==> src/rtl/vga_pkg.sv <==
// Shared timing constants, fetch FSM state type and line-address helper for the
// VGA line-buffer fetch path.
package vga_pkg;

    localparam int unsigned H_ADDR       = 640;
    localparam int unsigned V_ADDR       = 480;
    localparam int unsigned PIX_PER_WORD = 4;
    localparam int unsigned WPL          = H_ADDR / PIX_PER_WORD;

    typedef enum logic [1:0] {
        IDLE,
        FETCH,
        DRAIN
    } fetch_state_e;

    // Word address of the first word of a display line; caller truncates.
    function automatic int unsigned line_base(input int unsigned fb_base,
                                              input int unsigned line,
                                              input int unsigned wpl);
        return fb_base + line * wpl;
    endfunction

endpackage

==> src/rtl/vga_fetch_outq.sv <==
// Outstanding-read tracker and line-buffer write generation for returning read data.
module vga_fetch_outq
    import vga_pkg::*;
#(
    parameter int unsigned MAX_OUT = 4,
    parameter int unsigned DW      = 32,
    parameter int unsigned OW      = $clog2(MAX_OUT + 1)
) (
    input  logic          pclk,
    input  logic          rst_n,
    input  logic          clr,
    input  logic          rd_gnt,
    input  logic          mem_rvalid,
    input  logic [DW-1:0] mem_rdata,
    input  logic          bank,
    output logic [OW-1:0] outstanding,
    output logic [7:0]    ret_cnt,
    output logic          lb_we,
    output logic          lb_bank,
    output logic [7:0]    lb_waddr,
    output logic [DW-1:0] lb_wdata
);

    logic [OW-1:0] out_q;
    logic [7:0]    ret_q;

    // Returns with nothing outstanding belong to a fetch abandoned by reset.
    always_comb begin
        lb_we    = mem_rvalid & (out_q != '0);
        lb_bank  = lb_we & bank;
        lb_waddr = lb_we ? ret_q : 8'd0;
        lb_wdata = lb_we ? mem_rdata : '0;
    end

    always_ff @(posedge pclk or negedge rst_n) begin
        if (!rst_n) begin
            out_q <= '0;
            ret_q <= 8'd0;
        end else begin
            unique case ({rd_gnt, lb_we})
                2'b10:   out_q <= out_q + OW'(1);
                2'b01:   out_q <= out_q - OW'(1);
                default: out_q <= out_q;
            endcase
            if (clr) begin
                ret_q <= 8'd0;
            end else if (lb_we) begin
                ret_q <= ret_q + 8'd1;
            end
        end
    end

    assign outstanding = out_q;
    assign ret_cnt     = ret_q;

endmodule

==> src/rtl/vga_fetch_ctrl.sv <==
// Line-buffer refill scheduler sharing one memory port with a low-priority pixel writer.
// Optional statistics outputs are built when VGA_FETCH_STATS_EN is defined.
module vga_fetch_ctrl
    import vga_pkg::*;
#(
    parameter int unsigned H_ADDR       = 640,
    parameter int unsigned V_ADDR       = 480,
    parameter int unsigned PIX_PER_WORD = 4,
    parameter int unsigned AW           = 18,
    parameter int unsigned DW           = 32,
    parameter int unsigned FB_BASE      = 0,
    parameter int unsigned MAX_OUT      = 4
) (
    input  logic          pclk,
    input  logic          rst_n,
    input  logic          de,
    input  logic          vsync,
    input  logic [9:0]    Y,
    output logic          mem_req,
    output logic          mem_we,
    output logic [AW-1:0] mem_addr,
    output logic [DW-1:0] mem_wdata,
    input  logic          mem_gnt,
    input  logic          mem_rvalid,
    input  logic [DW-1:0] mem_rdata,
    output logic          lb_we,
    output logic          lb_bank,
    output logic [7:0]    lb_waddr,
    output logic [DW-1:0] lb_wdata,
    input  logic          wr_req,
    input  logic [AW-1:0] wr_addr,
    input  logic [DW-1:0] wr_data,
    output logic          wr_gnt,
    output logic          busy,
    output logic          underrun
`ifdef VGA_FETCH_STATS_EN
    ,
    output logic [15:0]   stat_underrun,
    output logic [15:0]   stat_wr_stall
`endif
);

    localparam int unsigned WPL = H_ADDR / PIX_PER_WORD;
    localparam int unsigned OW  = $clog2(MAX_OUT + 1);

    fetch_state_e  state_q, state_d;
    logic          vsync_q, de_q, run_q, pend_q, underrun_q;
    logic [9:0]    y_q, line_q, pend_line_q, trig_line, start_line;
    logic [7:0]    issue_q, ret_cnt;
    logic [OW-1:0] outstanding;
    logic [AW-1:0] base;
    logic          vsync_rise, de_fall, trig, start, rd_gnt, busy_int;

    assign vsync_rise = vsync & ~vsync_q;
    assign de_fall    = ~de & de_q;
    assign trig       = vsync_rise | (de_fall & (y_q < 10'(V_ADDR - 1)));
    assign trig_line  = vsync_rise ? 10'd0 : y_q + 10'd1;
    assign busy_int   = (state_q != IDLE);
    assign start      = (state_q == IDLE) & (trig | pend_q);
    assign start_line = trig ? trig_line : pend_line_q;
    assign base       = AW'(line_base(FB_BASE, {22'd0, line_q}, WPL));

    always_ff @(posedge pclk or negedge rst_n) begin
        if (!rst_n) begin
            state_q     <= IDLE;
            vsync_q     <= 1'b0;
            de_q        <= 1'b0;
            y_q         <= 10'd0;
            run_q       <= 1'b0;
            pend_q      <= 1'b0;
            pend_line_q <= 10'd0;
            line_q      <= 10'd0;
            issue_q     <= 8'd0;
            underrun_q  <= 1'b0;
        end else begin
            state_q    <= state_d;
            vsync_q    <= vsync;
            de_q       <= de;
            run_q      <= 1'b1;
            underrun_q <= trig & busy_int;
            if (de) begin
                y_q <= Y;
            end
            // Only one trigger is remembered while busy; a later one replaces it.
            if (start) begin
                line_q <= start_line;
                pend_q <= 1'b0;
            end else if (trig) begin
                pend_q      <= 1'b1;
                pend_line_q <= trig_line;
            end
            if (start) begin
                issue_q <= 8'd0;
            end else if (rd_gnt) begin
                issue_q <= issue_q + 8'd1;
            end
        end
    end

    always_comb begin
        state_d   = state_q;
        mem_req   = 1'b0;
        mem_we    = 1'b0;
        mem_addr  = '0;
        mem_wdata = '0;
        wr_gnt    = 1'b0;
        rd_gnt    = 1'b0;
        unique case (state_q)
            IDLE: begin
                if (trig || pend_q) begin
                    state_d = FETCH;
                end else if (wr_req && run_q) begin
                    mem_req   = 1'b1;
                    mem_we    = 1'b1;
                    mem_addr  = wr_addr;
                    mem_wdata = wr_data;
                    wr_gnt    = mem_gnt;
                end
            end
            FETCH: begin
                if (outstanding != OW'(MAX_OUT)) begin
                    mem_req  = 1'b1;
                    mem_addr = base + AW'(issue_q);
                    rd_gnt   = mem_gnt;
                    if (mem_gnt && (issue_q == 8'(WPL - 1))) begin
                        state_d = DRAIN;
                    end
                end
            end
            DRAIN: begin
                if ((outstanding == '0) && (ret_cnt == 8'(WPL))) begin
                    state_d = IDLE;
                end
            end
            default: state_d = IDLE;
        endcase
    end

    vga_fetch_outq #(
        .MAX_OUT (MAX_OUT),
        .DW      (DW),
        .OW      (OW)
    ) u_outq (
        .pclk        (pclk),
        .rst_n       (rst_n),
        .clr         (start),
        .rd_gnt      (rd_gnt),
        .mem_rvalid  (mem_rvalid),
        .mem_rdata   (mem_rdata),
        .bank        (line_q[0]),
        .outstanding (outstanding),
        .ret_cnt     (ret_cnt),
        .lb_we       (lb_we),
        .lb_bank     (lb_bank),
        .lb_waddr    (lb_waddr),
        .lb_wdata    (lb_wdata)
    );

    assign busy     = busy_int;
    assign underrun = underrun_q;

`ifdef VGA_FETCH_STATS_EN
    logic [15:0] su_q, sw_q, su_out_q, sw_out_q;

    // Running counts are published and restarted at each frame start.
    always_ff @(posedge pclk or negedge rst_n) begin
        if (!rst_n) begin
            su_q     <= 16'd0;
            sw_q     <= 16'd0;
            su_out_q <= 16'd0;
            sw_out_q <= 16'd0;
        end else if (vsync_rise) begin
            su_out_q <= su_q;
            sw_out_q <= sw_q;
            su_q     <= 16'd0;
            sw_q     <= 16'd0;
        end else begin
            if (underrun_q && (su_q != 16'hFFFF)) begin
                su_q <= su_q + 16'd1;
            end
            if (wr_req && !wr_gnt && (sw_q != 16'hFFFF)) begin
                sw_q <= sw_q + 16'd1;
            end
        end
    end

    assign stat_underrun = su_out_q;
    assign stat_wr_stall = sw_out_q;
`endif

endmodule

==> config.mk <==
export PLATFORM = sky130hd
export DESIGN_NAME = vga_fetch_ctrl
export DESIGN_NICKNAME = d
export VERILOG_FILES = /design/src/rtl/vga_pkg.sv /design/src/rtl/vga_fetch_outq.sv /design/src/rtl/vga_fetch_ctrl.sv
export SDC_FILE = /design/constraint.sdc
export NUM_CORES = 1
export LEC_CHECK = 0
export ABC_AREA = 1
export ABC_CLOCK_PERIOD_IN_PS = 3100
export BUFFER_PORTS_ARGS = -buffer_cell sky130_fd_sc_hd__buf_2
export CORE_AREA = 2 2 99 101
export DETAILED_ROUTE_END_ITERATION = 10
export DIE_AREA = 0 0 101 103
export PLACE_DENSITY = 0.9
export SLEW_MARGIN = 20
export SYNTH_ARGS = -nofsm -noshare
export SYNTH_HDL_FRONTEND = slang
export SYNTH_SLANG_ARGS = --single-unit
==> constraint.sdc <==
create_clock -name pclk -period 3.1 [get_ports pclk]
set_clock_uncertainty 0.1 [all_clocks]
set_input_delay 0.155 -clock pclk [delete_from_list [all_inputs] [get_ports pclk]]
set_output_delay 0.155 -clock pclk [all_outputs]
set_load 0.005 [all_outputs]
# After elaboration in Yosys (flattened, before gate mapping)
# Cells that the tools add are included.
# totals
regBits,56
inputBits,99
output_inout_bits,97
word_cells,88
# classes
add_sub_neg,6
multipliers,1
n_lt_le_gt_ge,1
eq_ne,11
mux,33
bitwise_logic,11
n_reduce_logical,13
# op_table
cell,n
2-to-1 mux 32 bit,4
2-to-1 mux 18 bit,3
2-to-1 mux 8 bit,5
case mux 18 bit (2 select lines),1
2-to-1 mux 10 bit,2
adder 18 x 8 -> 18 bit,1
"adder 8 x 1 -> 8 bit, second input constant",2
"equality test 8 bit, second input constant",2
"multiplier 10 x 3 -> 13 bit, second input constant",1
2-to-1 mux 1 bit,11
"adder 10 x 1 -> 10 bit, second input constant",1
"< comparator 10 x 9 -> 1 bit, second input constant",1
nonzero test 2 bit,5
2-to-1 mux 2 bit,4
bitwise AND 1 bit,7
"!= test 2 bit, second input constant",3
case mux 2 bit (3 select lines),1
case mux 3 bit (2 select lines),1
"equality test 2 x 1 -> 1 bit, second input constant",2
"equality test 2 bit, second input constant",2
AND reduction 4 bit,1
"adder 3 x 1 -> 3 bit, second input constant",1
logical AND 1 bit,3
zero test 3 bit,1
other kinds (9),11

# Depth between registers and ports, before layout
# depth
ltp_word,7
depth_mapped,15
ltp_nobuf,15

# Hierarchy
# A second synthesis with hierarchy kept.
# unflattened
hier_cells,672
area_unflattened_um2,4418.0
# modules_own_cells
mod,instances,cells_each,area_per_inst_um2,seq_area_each_um2
vga_fetch_ctrl,1,512,3453.3,1126.1
vga_fetch_outq,1,160,964.7,275.3

# Least setup slack after synthesis
# Ideal clock, no wire load.
# synth_path
kind,reg2out
start,register line_q[1]
end,output mem_addr[16]
t_arrival_ns,2.212
required_time_ns,2.845
slack_ns,0.633
stages_incl_launch_ff,14
path_buffers,0
cell_sequence,dfrtp_1 ha_1 ha_1 fa_1 nand2_1 inv_1 nand4_1 a21oi_1 nand3_1 nor2_1 nand2_1 nand2_1 nand2_1 nand2_1
# synth_between
elab_chain_len,4
# synth_rtl
item,line_no,text
from (decl),vga_fetch_ctrl.sv:48,"logic [9:0] y_q, line_q, pend_line_q, trig_line, start_line;"
from (signal assigned),vga_fetch_ctrl.sv:86,line_q <= start_line;
multiplier 10 x 3 -> 13 bit,vga_pkg.sv:20,return fb_base + line * wpl;
adder 18 x 8 -> 18 bit,vga_fetch_ctrl.sv:123,mem_addr = base + AW'(issue_q);
2-to-1 mux 18 bit,vga_fetch_ctrl.sv:121,if (outstanding != OW'(MAX_OUT)) begin
case mux 18 bit (2 select lines),vga_fetch_ctrl.sv:108,unique case (state_q)
to (decl),vga_fetch_ctrl.sv:21,"output logic [AW-1:0] mem_addr,"
# No other way between the ends.

# Final worst setup path
# Same ends and word-level chain as after synthesis.

==> flow_summary_export.csv <==
group,metric,value,unit
detailed_routing,drtIter0Drc,181,
cells_and_area,finalCoreUtilization,60.7,%
global_route,grt_start_max_net_pins,43,
floorplanning,initial_core_utilization,46.2,%
floorplanning,die_area,0.0104,mm^2
clock_network,clockRootBuffer,"clkbuf_8",
synthesis,synth_edf_count,0,
worst_setup_path,worst_setup_path_end_kind,"output port",
sta,maximum_clock_rate,335,MHz
synthesis,synth_warnings,0,
power,pwr_density_cell,620,mW/mm^2
clock_network,clkSlewWorstSetupHoldPaths,0.11,ns
worst_setup_path,worstSetupPathType,"flop to output port",
placement,portBuffers,195,
placement,gp_routability_congestion,0.861,
status,status,"finished clean",
clock_network,cts_made_buffers,5,
sta,maxSlewHeadroom,64.6,%
sta,drv_slew,0,
worst_setup_path,critical_path_buf_inv_count,2,
clock_network,cts_sinks,56,
floorplanning,dieWidth,101,um
detailed_routing,route.detailed.drc,0,
global_route,overflow_after_grt,0,
sta,fin_crit_sh,96.4,%
detailed_routing,viasPerCell,4.65,
synthesis,ys_dominant_reg_cell,"dfrtp_1",
worst_setup_path,cp_common_cell,"nand2_1",
worst_setup_path,critical_path_required,2.84,ns
floorplanning,die_height,103,um
synthesis,syn_avg_cell_area,6.45,um^2
sta,hold_violations,0,
sta,min_period,2.99,ns
synthesis,yosysTopAreaCell,"dfrtp_1",
job,cap_violations,0,
clock_network,clock_latency,0.31,ns
detailed_routing,dr.pass1.iters,4,
synthesis,syn-instance-count,677,
synthesis,number_of_distinct_library_cells_after_synthesis,42,
placement,detailed_place_hpwl,8410,um
worst_setup_path,worstPathMaxFanout,4,
global_route,antenna_found_initial,0,
worst_setup_path,cp_top_family,"adder cells",
detailed_routing,detail_route.wl_per_cell,11.2,um
clock_network,ctsLongestPathBuffers,2,
worst_setup_path,sequence_of_cells_on_the_critical_path,"ha_4, ha_4, fa_1, nand2_1, inv_2, nand4_1, a21oi_2, nand3_2, nor2_2, nand2_1, nand2_1, nand2_1, nand2_1, buf_2",
clock_network,cts.htree.levels,2,
synthesis,synth_area_leaders,"dfrtp_1 32%, nand2_1 17%, inv_1 11%",
floorplanning,floorplan.io_pins,196,
synthesis,yosys_register_bits,56,
floorplanning,placementRows,36,
worst_setup_path,critical_path_arrival,2.73,ns
sta,setup_violations,0,
synthesis,syn-num-nets,803,
synthesis,synth_top_area_share,32.1,%
cells_and_area,nets,1008,
synthesis,synth_sequential_area_ratio,32.1,%
cells_and_area,antenna_cells,0,
global_route,grt_pass1_wl,16900,um
global_route,grt_pass1_vias,3900,
power,power.leakage,3.64,nW
detailed_routing,post_route_antenna_net_violation_count,0,
sta,slew_at_the_pin_closest_to_its_max_slew_limit,0.530,ns
sta,timing.setup.tns,0,ns
global_route,globalRouteTotalUtil,20.0,%
worst_hold_path,hold_path.class,"input port to flop",
synthesis,post_synth_instance_area,0.00437,mm^2
synthesis,synth-async-reset-ratio,100,%
power,total_power,3.56,mW
power,ir_worst_vdd,0.306,mV
cells_and_area,final_layout_size_suffix_gt1_share,28.0,%
clock_network,tritoncts_clock_tree,"done",
floorplanning,core_region_area,0.00946,mm^2
worst_setup_path,cell_with_the_largest_stage_delay_on_the_worst_path,"fa_1",
sta,rsz_0062_raised_after_global_routing,"yes",
detailed_routing,num_vias,4632,
worst_setup_path,critical_path.startpoint_type,"flop",
detailed_routing,totalWireLength,11100,um
cells_and_area,area_growth,31.4,%
worst_setup_path,crit_path_max_incr_delay,0.54,ns
==> where the power goes <==
part | leakage, nW | total [mW] | switching, mW | internal (mW)
clock | 0.0541 | 0.482 | 0.242 | 0.239
combinational | 2.87 | 1.99 | 1.20 | 0.790
sequential | 0.724 | 1.09 | 0.167 | 0.920
total | 3.64 | 3.56 | 1.61 | 1.95
==> path summary, 6_finish.rpt <==
kind,from,end,slack (ns),depth (start not counted)
min reg2reg,pend_line_q[0],pend_line_q[0],0.40,2
max in group asynchronous,rst_n,u_outq.ret_cnt[5],2.09,3
min in group asynchronous,rst_n,y_q[8],0.20,2
max reg2reg,u_outq.outstanding[1],u_outq.outstanding[2],0.86,9
min,de,de_q,0.02,1
max,line_q[1],mem_addr[16],0.11,14
==> registers in the layout, indices dropped and copies added (netlist names) <==
name                count
run_q                   1
u_outq.ret_cnt          8
vsync_q                 1
y_q                    10
pend_q                  1
underrun                1
state_q                 2
issue_q                 8
line_q                 10
u_outq.outstanding      3
de_q                    1
pend_line_q            10
==> final cells by class <==
cell class | count | area [um^2]
fillers | 853 | 3720
multi-input cells | 472 | 2420
flip-flops and latches | 56 | 1400
repair buffers | 217 | 1170
inverters | 130 | 490
well taps | 114 | 143
clock buffers | 5 | 68.8
clock inverters | 3 | 42.5
==> what timing repair did <==
action | 4_1_cts | 5_1_grt
endpoints found under the hold margin | 27 | 0
hold buffers | 12 | 0
resized for setup | 0 | 14
setup endpoints to repair | 0 | 6
buffers inserted | 0 | 6
==> per-stage QoR <==
step                      instance area [um^2]  hold slack, ns  std cells  setup slack [ns]
after floorplan                           4370          -0.241        677             0.633
after CTS                                 5640         0.00943        991           0.00861
after global placement                    5410        -0.00728        971             0.434
after detailed placement                  5410        0.000834        971             0.365
final                                     5740          0.0199        997             0.112
after global routing                      5740          0.0335        997           -0.0257
==> per-layer routing <==
metal,vias up,share of wire (%),GRT usage [%]
li1,2458,-,-
met1,1982,44,25.3
met2,181,48,36.1
met3,11,6.9,3.32
met4,0,1.4,4.26
met5,-,0,0
==> synth_stat cells (2+ instances only) <==
cell type,instances
nand2_1,202
inv_1,126
nor2_1,110
dfrtp_1,56
nand3_1,36
o21ai_0,33
ha_1,24
a21oi_1,11
buf_2,10
nand4_1,6
nor3_1,6
nand3b_1,5
xor2_1,5
clkbuf_1,4
nand2_2,4
fa_1,3
inv_2,3
xnor2_1,3
a21oi_4,2
a31oi_1,2
buf_4,2
mux2_2,2
nor4_1,2
o21ai_2,2
==> cells in the final DEF (no fill, tap or decap), types with 6 or more instances in the layout <==
cell type,count
nor3_1,6
nand2_2,6
dlygate4sd3_1,12
ha_1,22
inv_1,125
dfrtp_1,55
nand3_1,34
a21oi_1,10
buf_2,195
buf_4,10
o21ai_0,33
nand4_1,6
nor2_1,107
nand2_1,200
==> cell families (layout without fill, tap and decap cells) <==
group / Yosys count / count (layout) / share of synthesized area (%)
XOR/XNOR: 8 / 8 / 1.60
buffers and inverters: 149 / 355 / 13.7
AO/OA/AOI/OAI: 54 / 54 / 7.10
other: 1 / 1 / 0.0858
adder cells (fa/ha/maj): 27 / 27 / 8.25
AND/OR/NAND/NOR: 380 / 380 / 36.6
multiplexers: 2 / 2 / 0.515
flip-flops: 56 / 56 / 32.1
Power figures use the tool's default switching activity.
